File: config.mk
export PLATFORM = sky130hd
export DESIGN_NAME = spi_request_arbiter
export DESIGN_NICKNAME = d
export VERILOG_FILES = /design/src/rtl/spi_arb_pkg.sv /design/src/rtl/rr_priority_picker.sv /design/src/rtl/spi_request_arbiter.sv
export SDC_FILE = /design/constraint.sdc
export NUM_CORES = 1
export LEC_CHECK = 0
export BUFFER_PORTS_ARGS = -buffer_cell sky130_fd_sc_hd__buf_2
export CORE_MARGIN = 8
export CORE_UTILIZATION = 47
export CTS_CLUSTER_SIZE = 12
export DETAILED_ROUTE_END_ITERATION = 10
export PLACE_DENSITY = 0.91
export SYNTH_ARGS = -nofsm -noshare
export SYNTH_HDL_FRONTEND = slang
export SYNTH_HIERARCHICAL = 1
export SYNTH_SLANG_ARGS = --single-unit
export TNS_END_PERCENT = 20
File: constraint.sdc
create_clock -name i_Clock -period 4.4 [get_ports i_Clock]
set_input_delay 0.22 -clock i_Clock [delete_from_list [all_inputs] [get_ports i_Clock]]
set_output_delay 0.22 -clock i_Clock [all_outputs]
set_load 0.005 [all_outputs]
File: src/rtl/spi_arb_pkg.sv
// rtl/spi_arb_pkg.sv - shared types and constants for the SPI request arbiter
package spi_arb_pkg;

  typedef enum logic [1:0] {
    IDLE,
    LAUNCH,
    WAIT_BUSY,
    WAIT_DONE
  } arb_state_t;

  localparam int DEFAULT_RETRY_LIMIT = 2;

  function automatic int idx_w(input int n);
    return (n > 1) ? $clog2(n) : 1;
  endfunction

endpackage

File: src/rtl/rr_priority_picker.sv
// rtl/rr_priority_picker.sv - combinational round-robin pick: first request at or above ptr, wrapping
module rr_priority_picker import spi_arb_pkg::*; #(
  parameter int NUM_REQ = 4,
  parameter int IDX_W   = idx_w(NUM_REQ)
) (
  input  logic [NUM_REQ-1:0] req,
  input  logic [IDX_W-1:0]   ptr,
  output logic               valid,
  output logic [IDX_W-1:0]   winner
);

  always_comb begin
    int               sum;
    logic [IDX_W-1:0] k;
    valid  = 1'b0;
    winner = '0;
    sum    = 0;
    k      = '0;
    // Scan from the farthest offset down so the nearest request is written last and wins.
    for (int i = NUM_REQ - 1; i >= 0; i--) begin
      sum = int'(ptr) + i;
      if (sum >= NUM_REQ) sum = sum - NUM_REQ;
      k = IDX_W'(sum);
      if (req[k]) begin
        valid  = 1'b1;
        winner = k;
      end
    end
  end

endmodule

File: src/rtl/spi_request_arbiter.sv
// rtl/spi_request_arbiter.sv - round-robin arbiter sharing one SPI serializer among requesters
module spi_request_arbiter import spi_arb_pkg::*; #(
  parameter int  NUM_REQ     = 4,
  parameter int  DATA_SIZE   = 32,
  parameter int  RETRY_LIMIT = DEFAULT_RETRY_LIMIT,
  localparam int IDX_W       = idx_w(NUM_REQ)
) (
  input  logic                         i_Clock,
  input  logic                         i_Reset_n,
  input  logic [NUM_REQ-1:0]           i_Req,
  input  logic [NUM_REQ*DATA_SIZE-1:0] i_Req_Data,
  output logic [NUM_REQ-1:0]           o_Ack,
  output logic [NUM_REQ-1:0]           o_Done,
  output logic                         o_Ser_Data_Ready,
  output logic [DATA_SIZE-1:0]         o_Ser_Data,
  input  logic                         i_Ser_Ready,
  output logic                         o_Busy,
  output logic [IDX_W-1:0]             o_Grant_Id,
  output logic                         o_Retry
);

  localparam int CNT_W = $clog2(RETRY_LIMIT + 1);

  arb_state_t           state;
  logic [IDX_W-1:0]     ptr;
  logic [CNT_W-1:0]     retry_cnt;
  logic                 pick_valid;
  logic [IDX_W-1:0]     pick_id;
  logic [DATA_SIZE-1:0] req_words [NUM_REQ];

  for (genvar g = 0; g < NUM_REQ; g++) begin : g_words
    assign req_words[g] = i_Req_Data[g*DATA_SIZE +: DATA_SIZE];
  end

  rr_priority_picker #(
    .NUM_REQ (NUM_REQ),
    .IDX_W   (IDX_W)
  ) u_picker (
    .req    (i_Req),
    .ptr    (ptr),
    .valid  (pick_valid),
    .winner (pick_id)
  );

  always_ff @(posedge i_Clock or negedge i_Reset_n) begin
    if (!i_Reset_n) begin
      state            <= IDLE;
      ptr              <= '0;
      retry_cnt        <= '0;
      o_Ack            <= '0;
      o_Done           <= '0;
      o_Ser_Data_Ready <= 1'b0;
      o_Ser_Data       <= '0;
      o_Busy           <= 1'b0;
      o_Grant_Id       <= '0;
      o_Retry          <= 1'b0;
    end else begin
      o_Ack   <= '0;
      o_Done  <= '0;
      o_Retry <= 1'b0;
      case (state)
        // The serializer has no reset, so a launch waits until it reports ready.
        IDLE: begin
          if (pick_valid && i_Ser_Ready) begin
            o_Ser_Data       <= req_words[pick_id];
            o_Grant_Id       <= pick_id;
            o_Ack[pick_id]   <= 1'b1;
            o_Busy           <= 1'b1;
            o_Ser_Data_Ready <= 1'b1;
            state            <= LAUNCH;
          end
        end
        LAUNCH: begin
          o_Ser_Data_Ready <= 1'b0;
          retry_cnt        <= '0;
          state            <= WAIT_BUSY;
        end
        // Ready staying high means the serializer missed the launch; relaunch the held word.
        WAIT_BUSY: begin
          if (!i_Ser_Ready) begin
            state <= WAIT_DONE;
          end else begin
            retry_cnt <= retry_cnt + 1'b1;
            if (retry_cnt + 1'b1 == CNT_W'(RETRY_LIMIT)) begin
              o_Ser_Data_Ready <= 1'b1;
              o_Retry          <= 1'b1;
              state            <= LAUNCH;
            end
          end
        end
        WAIT_DONE: begin
          if (i_Ser_Ready) begin
            o_Done[o_Grant_Id] <= 1'b1;
            o_Busy             <= 1'b0;
            ptr                <= (o_Grant_Id == IDX_W'(NUM_REQ - 1)) ? '0 : o_Grant_Id + 1'b1;
            state              <= IDLE;
          end
        end
        default: state <= IDLE;
      endcase
    end
  end

endmodule

# == Yosys cells after proc, flatten, opt, wreduce, memory -nomap -nowiden ==
# Index checks and enable logic that the tools add are counted.
# op_classes
eq_ne,10
addsub,9
n_reduce_logical,13
muxes,48
bitwise,1
magnitude_cmp,13
# ops
op,n
32-bit binary-select mux with 2-bit select,1
32-bit two-way mux,2
2-bit two-way mux,14
"2-bit by 3-bit less-than comparator with 1-bit output, second input constant",6
1-bit two-way mux,17
4-bit two-way mux,4
"3-bit greater-or-equal comparator, second input constant",4
1-bit binary-select mux with 2-bit select,4
"2-bit == test, second input constant",4
"2-bit != test, second input constant",4
2-bit case mux with 4 select lines,1
"2-bit by 1-bit subtractor with 2-bit output, second input constant",4
"2-bit by 2-bit adder with 3-bit output, second input constant",2
2-bit AND reduction,3
3-bit AND reduction,2
"2-bit by 1-bit adder with 2-bit output, second input constant",2
1-bit demux with 2-bit select,2
"2-bit by 1-bit greater-or-equal comparator with 1-bit output, second input constant",2
2-bit case mux with 2 select lines,1
4-bit AND reduction,1
2-bit nonzero test,2
"2-bit by 1-bit adder with 3-bit output, second input constant",1
"2-bit by 3-bit greater-or-equal comparator with 1-bit output, second input constant",1
1-bit logical AND,3
7 further kinds,7
# word_totals
regBits,51
word_cells,104
inputBits,135

# == Logic depth before layout (Yosys ltp) ==
# Gate-level depths: netlist of the first run.
# logic_depth
depth_word,15
depth_mapped,7
depth_no_buf,5

# == Cells and area by module ==
# Netlist of the first run, hierarchy kept.
# modules_own_cells
mod,seq_area_each_um2,area_each_um2,cells_each,n_inst
spi_request_arbiter,1276.2,2917.8,178,1
rr_priority_picker,0.0,77.6,13,1

# == Worst setup path before layout of the first run ==
# Ideal clock, no wire load.
# synth_timing
path_kind,reg-to-reg
start,reg ptr[1]
end,reg o_Ser_Data[2]
path_stages_with_launch,7
n_path_buf,2
setup_ns,0.125
synth_period_minus_slack_ns,1.983
t_arrival_ns,1.858
required_ns,4.275
slack_ns,2.417
cell_sequence,dfrtp_1 > mux2i_1 > a211oi_2 > buf_6 > buf_6 > mux4_2 > mux2_4
# synth_via
elab_chain_len,13
elab_cells_between_ends,37
classes_between,add/sub: 7; order compare: 4; mux: 23; bitwise: 1; reduce/logical: 2
# synth_lines
item,line_no,text
from (decl),spi_request_arbiter.sv:25,logic [IDX_W-1:0] ptr;
from (signal assigned),spi_request_arbiter.sv:95,ptr <= (o_Grant_Id == IDX_W'(NUM_REQ - 1)) ? '0 : o_Grant_Id + 1'b1;
2-bit by 2-bit adder with 3-bit output,rr_priority_picker.sv:21,sum = int'(ptr) + i;
3-bit greater-or-equal comparator / 2-bit by 1-bit subtractor with 2-bit output (equally long branches),rr_priority_picker.sv:22,if (sum >= NUM_REQ) sum = sum - NUM_REQ;
2-bit two-way mux,rr_priority_picker.sv:22,
1-bit binary-select mux with 2-bit select,rr_priority_picker.sv:24,if (req[k]) begin
1-bit two-way mux (implied by the code),rr_priority_picker.sv:24,
2-bit two-way mux (3 in a row),rr_priority_picker.sv:24,
2-bit two-way mux (*),rr_priority_picker.sv:24,
named net pick_id[0],spi_request_arbiter.sv:28,logic [IDX_W-1:0] pick_id;
2-bit inverter with 3-bit output (implied by the code) (*),spi_request_arbiter.sv:65,o_Ser_Data <= req_words[pick_id];
32-bit binary-select mux with 2-bit select (*),spi_request_arbiter.sv:65,
32-bit two-way mux (implied by the code) (*) (2 in a row),spi_request_arbiter.sv:65,
to (signal assigned),spi_request_arbiter.sv:65,
to (decl),spi_request_arbiter.sv:15,"output logic [DATA_SIZE-1:0] o_Ser_Data,"
# Mark *: on every way through the listed nets, which the timed path passes. The rest lies on a longest branch. The select of a mux whose other input is x is not followed.
# A chain may end at the register's enable or synchronous reset.

# == Worst setup path in the final report of the first run ==
# layout_timing
start,reg ptr[1]
end,reg o_Ser_Data[21]
# Same word-level chain as after synthesis.

==> results of run 1 <==
metal layers:
layer  global-route usage (%)  up-vias  wire [µm]
met5                        0        -          0
met1                     19.1     1168       3020
met3                     6.01       10        896
li1                         -     1075          -
met4                     4.61        0         94
met2                     35.8       99       5060
placed cells by master, fill, tap and decap left out, drive strengths merged, types with 2 or more instances in the layout:
cell,instances
mux2,34
o21ai,5
a211oi,2
ha,5
a21oi,3
inv,4
and2,4
nand2b,4
nor2,6
buf,183
clkbuf,6
mux4,32
nand3,3
and3,2
nor3b,2
nand2,10
dfrtp,51
worst max-delay path, delay by kind of cell (launching register included):
kind            cells  cell delay [ps]
flops               1              450
compound gates      1              100
simple gates        2             1010
mux                 2              710
area by class of cell:
class	instances	area [µm²]	share of cell area, %
Multi-Input combinational cell	121	1600	39.7
Timing Repair Buffer	183	926	23.0
Inverter	4	15.0	0.373
Sequential cell	51	1280	31.7
Clock buffer	6	82.6	2.05
Clock inverter	2	35.0	0.869
Tap cell	77	96.3	2.39
final timing paths:
path,start,endpoint,slack [ps],depth (start not counted)
setup / recovery,ptr[1],o_Ser_Data[21],2000,5
hold / removal,i_Reset_n,o_Ser_Data[24],140,1
setup reg to reg,ptr[1],o_Ser_Data[21],2000,5
hold reg to reg,o_Busy,o_Busy,490,1
max in group asynchronous,i_Reset_n,ptr[1],3550,1
min in group i_Clock,i_Ser_Ready,o_Retry,260,3
sequential cells by signal (all words and copies together), names as in the netlist:
name,count
o_Ack,4
o_Busy,1
o_Done,4
o_Grant_Id,2
o_Retry,1
o_Ser_Data,32
o_Ser_Data_Ready,1
ptr,2
retry_cnt,2
state,2
stage by stage:
| stage | total power, W | hold slack (ps) | std cells | area [µm²] |
|---|---|---|---|---|
| 3_3_place_gp | 0.00190 | 459 | 436 | 3910 |
| 4_1_cts | 0.00230 | 174 | 444 | 4030 |
| 5_1_grt | 0.00242 | 234 | 444 | 4030 |
| 6_report | 0.00227 | 140 | 444 | 4030 |
| 2_1_floorplan | 0.00159 | -75.6 | 191 | 3000 |
| 3_5_place_dp | 0.00196 | 465 | 436 | 3910 |
cell families (layout without fill, tap and decap cells):
| group | after synthesis | count (layout) |
|---|---|---|
| adders and majority gates | 5 | 5 |
| DFF | 51 | 51 |
| muxes | 67 | 67 |
| buffers and inverters | 19 | 195 |
| and+or+nand+nor | 34 | 34 |
| AOI/OAI and AO/OA | 15 | 15 |
where the power goes:
part,switching (W),internal (W)
clock,0.000150,0.000184
combinational,0.000441,0.000676
sequential,0.000147,0.000672
==> reports/metrics.sh, run 1 <==
OUTCOME='finished clean'
TRITONCTS='yes'
NUMBER_OF_SETUP_BUFFERS_ADDED_AFTER_CTS=0
SYNTH_SEQUENTIAL_AREA_RATIO_PCT=42.6
SYNTH_SIMPLE_GATE_AREA_SHARE_PCT=5.93
CTS_MAX_PATH_BUFFERS=2
CTS_NUM_SINKS=51
DRTPASS1ITERATIONS=4
DETAILEDROUTE.FIRSTITERATIONVIOLATIONS=76
ARRIVAL_PS=2590
DETAILEDPLACE.WORSTSLACK_PS=2040
SYNTH_ASYNC_SR_FLOP_SHARE_PCT=100
NET_COUNT_AFTER_SYNTHESIS=331
AVGSYNTHCELLAREA_UM2=15.7
WORSTSKEWPAIRLATENCY_PS=300
POWER.DENSITY_nW_PER_UM2=563
CP_DATA_REQUIRED_TIME_PS=4590
WORST_PATH_CLK_SLEW_PS=90
CORE-AREA_UM2=6240
SLEW_HEADROOM_PCT=23.2
HPWL_MM=7.35
GRT_START_MAX_NET_PINS=52
POST_SYNTH_MUX_AREA_SHARE_PCT=41.1
POSTLAYOUTCOREUTIL_PCT=64.6
MAX-CAP-VIOLATIONS=0
YOSYSTOPAREACELL='sky130_fd_sc_hd__dfrtp_1'
SETUP.WORST_PATH.END_CLASS='flop'
ROUTE.ANTENNA.REMAINING_NETS=0
CRIT_TYPE='flop to flop'
CELL_AREA_AFTER_SYNTHESIS_UM2=3000
SYNTH_MOST_COMMON_CELL='sky130_fd_sc_hd__dfrtp_1'
FRACTION_OF_LAYOUT_CELLS_WITH_A_SIZE_SUFFIX_ABOVE_1_PCT=69.8
SYNTH_COMPOUND_GATE_AREA_SHARE_PCT=3.30
GRT_ANTENNA_BEFORE_REPAIR=0
NUMBER_OF_PINS_EXCEEDING_THEIR_MAX_SLEW_LIMIT_IN_THE_FINAL_REPORT=0
TOTAL_NUMBER_OF_VIAS=2352
TOTALWIRELENGTH_MM=9.07
YOSYS_MOST_USED_DFF='sky130_fd_sc_hd__dfrtp_1'
YOSYS-TOP-CELLS-AREA='sky130_fd_sc_hd__dfrtp_1 43%, sky130_fd_sc_hd__mux4_2 20%, sky130_fd_sc_hd__mux2_4 13%'
HTREE_LEVELS=2
DOMINANT_COMBINATIONAL_CELL_FAMILY_BY_AREA_AFTER_SYNTHESIS='multiplexers'
YS_TYPES=33
IO-PIN-COUNT=180
GLOBALROUTETOTALUTIL_PCT=18.7
FINALHOLDVIOLATIONS=0
WL_PER_CELL_UM=20.4
SYNTH.CELLS.MOST_FREQUENT='51 x sky130_fd_sc_hd__dfrtp_1, 27 x sky130_fd_sc_hd__mux4_2, 26 x sky130_fd_sc_hd__mux2_4'
GRT_FIRST_PASS_WIRELENGTH_MM=13.0
DIE_HEIGHT_UM=95.8
POWER_LEAKAGE_nW=2.05
FMAX_MHz=417
INITIAL_CORE_UTIL_PCT=48.0
DIE_WIDTH_UM=95.8
SETUP_SLACK_PS=2000
CRITICAL_PATH.CELL_CHAIN='nor3b_1, a211oi_1, nor2_4, mux4_2, mux2_4'
CTS.REPAIR.RESIZED=0
DESIGN.FINAL.NETS=506
UNREPAIRED_SETUP_ENDPOINTS_AFTER_GLOBAL_ROUTING='no'
SETUP_VIOL=0
NUMBER_OF_INSTANCES_IN_THE_SYNTHESIZED_NETLIST=191
MAX_STAGE_DELAY_PS=800
YOSYS_WARNINGS=6
POST_DRT_VIA_CELL_RATIO=5.30
WORST_HOLD_PATH_TYPE='primary input to asynchronous set/reset pin'
FIRST_GLOBAL_VIAS=2667
YOSYS_REGISTER_BITS=51
CRITPATHLAUNCHTYPE='flop'
DIEAREA_UM2=9180
AREA_SHARE_OF_THE_LARGEST_CELL_TYPE_AFTER_SYNTHESIS_PCT=42.6
TIMING_WORST_SLEW_PIN_VALUE_PS=1150
CTSHOLDBUFFERS=0
PORT-BUFFER-COUNT=179
GR-TOTAL-OVERFLOW=0
FINAL.SETUP.TNS_PS=0
CP_SLOWEST_CELL='sky130_fd_sc_hd__nor2_4'
CRIT_FANOUT=37
FINALWORSTPATHREQUIREDPERIOD_PS=2400
LAYOUT.FILLER_CELLS=482
FP-ROW-COUNT=29
DRT_DRC_VIOLATIONS_LEFT=0
SYNTH_ENABLE_FLOP_CELLS=0
POST_SYNTH_FA_HA_MAJ_AREA_FRACTION_PCT=2.09
FINAL.SETUP_SKEW_PS=4.04
CTS_ROOT_BUF='sky130_fd_sc_hd__clkbuf_8'
CTS_BUFFERS=5
AREA.GROWTH.SYNTH_TO_FINAL_PCT=34.5
FIN_CRIT_SH_PCT=54.5
POST_SYNTHESIS_SHARE_OF_CELL_AREA_SPENT_ON_XOR_AND_XNOR_GATES_PCT=0
ROUTABILITYCONGESTION=0.825
WORST_IR_DROP_VDD_mV=0.319
ANTENNA_CELLS=0
Note: power is estimated with default switching activity, not from simulation.
==> inputs of run 2 (changes only) <==
Settings changed: ABC_AREA from default to 1, CORE_UTILIZATION 47 to 43, PLACE_DENSITY 0.91 to 0.83.
Clock period 4.4 ns to 2 ns, I/O delays scaled along.
==> run 2 against run 1 <==
  * Sequential power grew 120%
  * First-iteration DRC count grew to 3.3 times the previous value
  * Cell count grew 110%
  * Power grew to 3.9 times the previous value
  * Setup slack lost 2000 ps
  * Area after synthesis grew 24%
  * Clock power grew 72%
  * Die area grew 29%
  * Critical path depth grew 9
  * Clock skew grew 2.0 ps
  * Design area grew 30%
  * Sequential cell count is the same
  * Highest routed layer unchanged
==> reports/metrics.sh, run 2 <==
DRT_DRC_VIOLATIONS_LEFT=0  # unchanged
DESIGN.FINAL.NETS=957  # +89%
GR-TOTAL-OVERFLOW=0  # unchanged
YOSYS_WARNINGS=6  # unchanged
SYNTH_ENABLE_FLOP_CELLS=0  # unchanged
CTS_MAX_PATH_BUFFERS=2  # unchanged
HPWL_MM=8.64  # +18%
CRIT_FANOUT=30  # -19%
CRITPATHLAUNCHTYPE='flop'
YOSYS_MOST_USED_DFF='sky130_fd_sc_hd__dfrtp_1'
OUTCOME='finished clean'
FIRST_GLOBAL_VIAS=3941  # +48%
DIE_HEIGHT_UM=109  # +14%
POWER.DENSITY_nW_PER_UM2=1690  # +200%
PLACEDINSTANCEAREA_UM2=4790  # +22%
TIMING_WORST_SLEW_PIN_VALUE_PS=586  # -565 ps
ARRIVAL_PS=2150  # -440 ps
CORE-AREA_UM2=8550  # +37%
MAX-CAP-VIOLATIONS=0  # unchanged
WORSTSKEWPAIRLATENCY_PS=300  # about the same
FINAL.SETUP_SKEW_PS=6.04  # +1.99 ps
ROUTABILITYCONGESTION=0.849  # +2.9%
HTREE_LEVELS=2  # unchanged
AREA_SHARE_OF_THE_LARGEST_CELL_TYPE_AFTER_SYNTHESIS_PCT=34.4  # -8.2 points
LAYOUT.FILLER_CELLS=826  # +71%
YS_TYPES=24  # -27%
YOSYS_REGISTER_BITS=51  # unchanged
YOSYSTOPAREACELL='sky130_fd_sc_hd__dfrtp_1'
FINALWORSTPATHREQUIREDPERIOD_PS=1960  # -441 ps
CTS_BUFFERS=5  # unchanged
YOSYS-TOP-CELLS-AREA='sky130_fd_sc_hd__dfrtp_1 34%, sky130_fd_sc_hd__nand2_1 30%, sky130_fd_sc_hd__inv_1 14%'
CTS_NUM_SINKS=51  # unchanged
FINISH.INSTANCE_AREA_UM2=5230  # +30%
CELL_AREA_AFTER_SYNTHESIS_UM2=3710  # +24%
GRT_FIRST_PASS_WIRELENGTH_MM=18.1  # +39%
LARGEST_REGISTER_FF_COUNT=32  # unchanged
CRIT_TYPE='flop to flop'
GLOBALROUTETOTALUTIL_PCT=18.8  # +0.12 points
NUMBER_OF_PINS_EXCEEDING_THEIR_MAX_SLEW_LIMIT_IN_THE_FINAL_REPORT=0  # unchanged
NET_COUNT_AFTER_SYNTHESIS=779  # +140%
FP-ROW-COUNT=34  # +17%
WORST_SETUP_PATH_STARTPOINT='ptr[0]'
POST-PLACE-CELLS=907  # +110%
SYNTH_SEQUENTIAL_AREA_RATIO_PCT=34.4  # -8.2 points
DETAILEDROUTE.FIRSTITERATIONVIOLATIONS=247  # +230%
ROUTE.ANTENNA.REMAINING_NETS=0  # unchanged
WL_PER_CELL_UM=13.5  # -34%
POWER_LEAKAGE_nW=3.49  # +70%
SLEW_HEADROOM_PCT=60.9  # +38 points
TOTALWIRELENGTH_MM=12.5  # +38%
FMAX_MHz=511  # +23%
PORT-BUFFER-COUNT=179  # unchanged
GRT_START_MAX_NET_PINS=62  # +19%
DIEAREA_UM2=11900  # +29%
POST_DRT_VIA_CELL_RATIO=4.70  # -11%
POSTLAYOUTCOREUTIL_PCT=61.2  # -3.4 points
AREA.GROWTH.SYNTH_TO_FINAL_PCT=40.8
HOLD_START='i_Ser_Ready'
GRT_ANTENNA_BEFORE_REPAIR=0  # unchanged
FRACTION_OF_LAYOUT_CELLS_WITH_A_SIZE_SUFFIX_ABOVE_1_PCT=29.3  # -40 points
NUMBER_OF_INSTANCES_IN_THE_SYNTHESIZED_NETLIST=639  # +230%
CP_DATA_REQUIRED_TIME_PS=2190  # -2400 ps
ANTENNA_CELLS=0  # unchanged
AREA_OF_THE_MULTI_INPUT_GATES_UM2=1870  # +17%
FIN_CRIT_SH_PCT=97.8  # +43 points
LAYOUT_COMMONEST_CELL='sky130_fd_sc_hd__nand2_1'
SETUP_VIOL=0  # unchanged
TRITONCTS='yes'
WORST_HOLD_PATH_TYPE='primary input to flop'
SYNTH_MOST_COMMON_CELL='sky130_fd_sc_hd__nand2_1'
WORST_PATH_CLK_SLEW_PS=90  # about the same
SETUP.WORST_PATH.END_CLASS='flop'
SEQ_AREA_UM2=1280  # about the same
SYNTH_ASYNC_SR_FLOP_SHARE_PCT=100  # unchanged
R2R-START='ptr[0]'
TOP_REGISTER='o_Ser_Data'
IO-PIN-COUNT=180  # unchanged
INITIAL_CORE_UTIL_PCT=43.4  # -4.6 points
FINALHOLDVIOLATIONS=0  # unchanged
DRTPASS1ITERATIONS=4  # unchanged
DIE_WIDTH_UM=109  # +14%
AVGSYNTHCELLAREA_UM2=5.81  # -63%
SYNTH.CELLS.MOST_FREQUENT='297 x sky130_fd_sc_hd__nand2_1, 143 x sky130_fd_sc_hd__inv_1, 74 x sky130_fd_sc_hd__nand3_1'
CTS_ROOT_BUF='sky130_fd_sc_hd__clkbuf_8'
COMMONEST_NON_FILL_NON_TAP_CELLS_IN_THE_LAYOUT='288 x sky130_fd_sc_hd__nand2_1, 179 x sky130_fd_sc_hd__buf_2, 142 x sky130_fd_sc_hd__inv_1'
WORST_IR_DROP_VDD_mV=0.768  # +140%
LARGESTREGISTERS='o_Ser_Data x32, o_Ack x4, o_Done x4'
FINALNONFILLERCELLS=926  # +110%
TOTAL_NUMBER_OF_VIAS=4349  # +85%
[run 2: worst paths after layout]
path | depth (start not counted) | end | slack, ps
max | 14 | o_Ser_Data[21] | 40
min | 3 | o_Done[3] | 80
max reg2reg | 14 | o_Ser_Data[21] | 40
min reg2reg | 2 | o_Ser_Data[10] | 480
max in group asynchronous | 3 | ptr[1] | 1130
min in group asynchronous | 2 | o_Ser_Data[17] | 330
[run 2: layout make-up]
cell class | instances | area share (%)
clock buffers | 5 | 1.32
multi-input cells | 410 | 35.8
flip-flops and latches | 51 | 24.4
repair inverters | 1 | 0.168
repair buffers | 201 | 24.6
inverters | 147 | 10.9
well taps | 108 | 2.58
clock inverters | 3 | 0.287
[run 2: cells by family after synthesis]
kind of cell,count (synthesis),synth area share (%)
adders and majority gates,5,1.69
DFF,51,34.4
and+or+nand+nor,393,43.3
AOI/OAI and AO/OA,12,1.85
buffers and inverters,178,18.8
[run 2: power breakdown]
part	leakage, nW	total (W)	switching, W	internal [W]
clock network	0.0477	0.000573	0.000333	0.000240
logic	2.80	0.00648	0.00370	0.00278
registers	0.647	0.00177	0.000309	0.00146
[run 2: per-stage QoR]
stage / power, W / TNS [ps] / setup WS, ps / hold slack, ps
after detailed placement: 0.00689 / 0 / 64.8 / 143
after floorplan: 0.00514 / 0 / 61.9 / -196
final: 0.00882 / 0 / 43.0 / 80.7
after global routing: 0.00964 / -467 / -39.9 / 88.8
after CTS: 0.00749 / 0 / 44.0 / 71.4
after global placement: 0.00680 / 0 / 128 / 147
[run 2: critical path, cell delays in order, from the launching register on]
cell	delay [ps]
sky130_fd_sc_hd__dfrtp_1	420
sky130_fd_sc_hd__buf_4	170
sky130_fd_sc_hd__nand2_1	60
sky130_fd_sc_hd__nand2_1	80
sky130_fd_sc_hd__nand2_1	140
sky130_fd_sc_hd__nand3_4	120
sky130_fd_sc_hd__nand2_4	90
sky130_fd_sc_hd__nand2_4	60
sky130_fd_sc_hd__nand2_8	140
sky130_fd_sc_hd__clkbuf_16	240
sky130_fd_sc_hd__nand2_1	70
sky130_fd_sc_hd__nand3_1	90
sky130_fd_sc_hd__nand2_1	50
sky130_fd_sc_hd__nand2_1	50
sky130_fd_sc_hd__nand2_1	50
[run 2: routing by layer]
layer  wire length (µm)  track usage [%]
met3               1110             5.32
met2               6130             31.9
met5                  0                0
met1               5060             23.0
met4                221             4.69
[run 2: timing repair]
item                                    4_1_cts  5_1_grt
resized for setup                             0       37
buffers inserted                              0        1
hold buffers                                  1        0
endpoints found under the setup margin        0       36
hold endpoints to repair                     25        0
==> inputs of run 3 (changes only) <==
Settings changed: ABC_AREA 1 to default, CORE_UTILIZATION 43 to 40.
==> run 3 against run 2 <==
  * The run now ends with negative setup slack left
  * Fmax is 5.2% lower
  * Die area down 11%
  * First-iteration DRC count shrank 84%
  * Hold slack better by 59 ps
  * Highest routed layer unchanged
==> reports/metrics.sh, run 3 (synthesis gave the netlist of run 1 again) <==
WL_PER_CELL_UM=19.7  # +46%
DRT_DRC_VIOLATIONS_LEFT=0  # unchanged
FRACTION_OF_LAYOUT_CELLS_WITH_A_SIZE_SUFFIX_ABOVE_1_PCT=72.0  # +43 points
FINALWORSTPATHREQUIREDPERIOD_PS=2070  # +108 ps
WORST_HOLD_PATH_TYPE='primary input to flop'
CRIT_TYPE='flop to flop'
CTS_MAX_PATH_BUFFERS=2  # unchanged
FINAL.SETUP_SKEW_PS=5.43  # -0.613 ps
CTS_NUM_SINKS=51  # unchanged
LAYOUT_COMMONEST_CELL='sky130_fd_sc_hd__buf_2'
DETAILEDPLACE.WORSTSLACK_PS=-152  # -217 ps
WORST_PATH_CLK_SLEW_PS=90  # about the same
IO-PIN-COUNT=180  # unchanged
R2R-START='ptr[1]'
TOTAL_NUMBER_OF_VIAS=2426  # -44%
GR-TOTAL-OVERFLOW=0  # unchanged
SLEW_HEADROOM_PCT=58.8  # -2.1 points
TRITONCTS='yes'
TOP_REGISTER='o_Ser_Data'
POWER.DENSITY_nW_PER_UM2=1240  # -27%
ARRIVAL_PS=2260  # +110 ps
ROUTABILITYCONGESTION=0.775  # -8.7%
CLOCK_POWER_SHARE_PCT=12.5  # +6.0 points
POWER.SHARE.SWITCHING_PCT=32.6  # -17 points
TOTALWIRELENGTH_MM=9.42  # -25%
WORST_IR_DROP_VDD_mV=0.553  # -28%
TOTAL_POWER_W=0.00522  # -41%
ANTENNA_CELLS=0  # unchanged
FP-ROW-COUNT=31  # -8.8%
FINALHOLDVIOLATIONS=0  # unchanged
GRT_START_MAX_NET_PINS=28  # -55%
SETUP_SLACK_PS=-65.3  # -108 ps
HOLD_START='i_Ser_Ready'
DIE_HEIGHT_UM=103  # -5.9%
CP_DATA_REQUIRED_TIME_PS=2190  # about the same
FINALNONFILLERCELLS=477  # -48%
HTREE_LEVELS=2  # unchanged
SWITCHINGPOWER_W=0.00170  # -61%
LARGEST_REGISTER_FF_COUNT=32  # unchanged
POST_DRT_VIA_CELL_RATIO=5.09  # +8.3%
DESIGN.FINAL.NETS=517  # -46%
MAX-CAP-VIOLATIONS=0  # unchanged
NUMBER_OF_PINS_EXCEEDING_THEIR_MAX_SLEW_LIMIT_IN_THE_FINAL_REPORT=0  # unchanged
SETUP.WORST_PATH.END_CLASS='flop'
AREA.GROWTH.SYNTH_TO_FINAL_PCT=40.6
HPWL_MM=7.35  # -15%
FIN_CRIT_SH_PCT=103  # +5.4 points
GRT_ANTENNA_BEFORE_REPAIR=0  # unchanged
TIMING_WORST_SLEW_PIN_VALUE_PS=618  # +31.1 ps
DETAILEDROUTE.FIRSTITERATIONVIOLATIONS=40  # -84%
POST-PLACE-CELLS=464  # -49%
ROUTE.ANTENNA.REMAINING_NETS=0  # unchanged
SEQ_POWER_SHARE_PCT=34.4  # +14 points
CELL_INT_POWER_W=0.00352  # -21%
LAYOUT.FILLER_CELLS=600  # -27%
DRTPASS1ITERATIONS=4  # unchanged
DIE_WIDTH_UM=103  # -5.9%
CRITPATHLAUNCHTYPE='flop'
CTS_BUFFERS=5  # unchanged
POWER_FRAC_COMB_PCT=53.2  # -20 points
PLACEDINSTANCEAREA_UM2=4010  # -16%
PORT-BUFFER-COUNT=179  # unchanged
AREA_OF_THE_MULTI_INPUT_GATES_UM2=1610  # -14%
WORSTSKEWPAIRLATENCY_PS=300  # about the same
UNREPAIRED_SETUP_ENDPOINTS_AFTER_GLOBAL_ROUTING='yes'
WORST_SETUP_PATH_STARTPOINT='ptr[1]'
CORE-AREA_UM2=7250  # -15%
OUTCOME='complete, but fails checks'
COMMONEST_NON_FILL_NON_TAP_CELLS_IN_THE_LAYOUT='179 x sky130_fd_sc_hd__buf_2, 51 x sky130_fd_sc_hd__dfrtp_1, 32 x sky130_fd_sc_hd__mux4_2'
GRT_FIRST_PASS_WIRELENGTH_MM=14.2  # -22%
DIEAREA_UM2=10500  # -11%
CRIT_FANOUT=15  # -50%
POWER_LEAKAGE_nW=2.12  # -39%
FIRST_GLOBAL_VIAS=2830  # -28%
SEQ_AREA_UM2=1280  # about the same
INITIAL_CORE_UTIL_PCT=41.3  # -2.1 points
FMAX_MHz=484  # -5.2%
FINISH.INSTANCE_AREA_UM2=4210  # -19%
HOLD-WORST-SLACK_PS=140  # +58.9 ps
CTS_ROOT_BUF='sky130_fd_sc_hd__clkbuf_8'
VIOLATIONS_IN_THE_FINAL_REPORTS='negative setup slack'
GLOBALROUTETOTALUTIL_PCT=17.5  # -1.3 points
SETUP_VIOL=30  # +30
LARGESTREGISTERS='o_Ser_Data x32, o_Ack x4, o_Done x4'
-- run 3: cell count changes in the layout (fill, tap and decap cells not counted), sizes merged, moves of 3 or more --
cell,delta
inv,-143
and2,+3
o21ai,-4
nand2,-291
mux4,+32
nand3,-71
nor2,-7
mux2,+34
nand2b,+4
clkinv,-4
clkbuf,-3
-- run 3: metal layers --
layer | global-route usage (%) | part of all wire, % | vias up
met1 | 19.9 | 37 | 1221
met4 | 3.05 | 0.29 | 0
li1 | - | - | 1098
met5 | 0 | 0 | -
met2 | 31.8 | 52 | 103
met3 | 5.27 | 10 | 4
-- run 3: power groups by stage --
| stage | registers (W) | clock network, W | logic (W) |
|---|---|---|---|
| 3_5_place_dp | 0.00180 | 0 | 0.00260 |
| 5_1_grt | 0.00186 | 0.000713 | 0.00302 |
| 3_3_place_gp | 0.00177 | 0 | 0.00251 |
| 6_report | 0.00179 | 0.000651 | 0.00278 |
| 4_1_cts | 0.00179 | 0.000675 | 0.00273 |
| 2_1_floorplan | 0.00177 | 0 | 0.00173 |
-- run 3: worst paths after layout --
kind                             endpoint  slack (ps)  depth (start not counted)
hold / removal                    o_Retry         140                          3
hold reg to reg             o_Ser_Data[9]         510                          1
setup reg to reg           o_Ser_Data[30]         -70                          6
max in group asynchronous  o_Ser_Data[16]         870                          3
setup / recovery           o_Ser_Data[30]         -70                          6
min in group asynchronous  o_Ser_Data[18]         340                          2
-- run 3: through the flow --
stage               TNS, ps  utilization (%)
floorplan                 0                -
global placement      -1410             55.3
detailed placement    -2440             55.3
CTS                    -854             57.7
global route          -3660             58.1
finish                 -967             58.1
-- run 3: area by class of cell --
| class | count | share of cell area, % |
|---|---|---|
| Clock buffer | 8 | 2.38 |
| Inverter | 4 | 0.356 |
| Multi-Input combinational cell | 121 | 38.2 |
| Sequential cell | 51 | 30.3 |
| Tap cell | 99 | 2.94 |
| Timing Repair Buffer | 194 | 25.9 |
-- run 3: repair_timing --
action	4_1_cts	5_1_grt
hold buffers	1	0
setup endpoints to repair	32	32
pin swaps	1	0
buffers inserted	2	0
cloned	1	1
gates resized for setup	9	8
hold endpoints to repair	24	0
-- run 3: critical path, cell delays in order (launching register included) --
cell and delay, ps:
sky130_fd_sc_hd__dfrtp_1 420, sky130_fd_sc_hd__mux2i_2 180, sky130_fd_sc_hd__a211oi_4 230, sky130_fd_sc_hd__buf_6 170, sky130_fd_sc_hd__buf_12 160, sky130_fd_sc_hd__mux4_2 520, sky130_fd_sc_hd__mux2_4 270
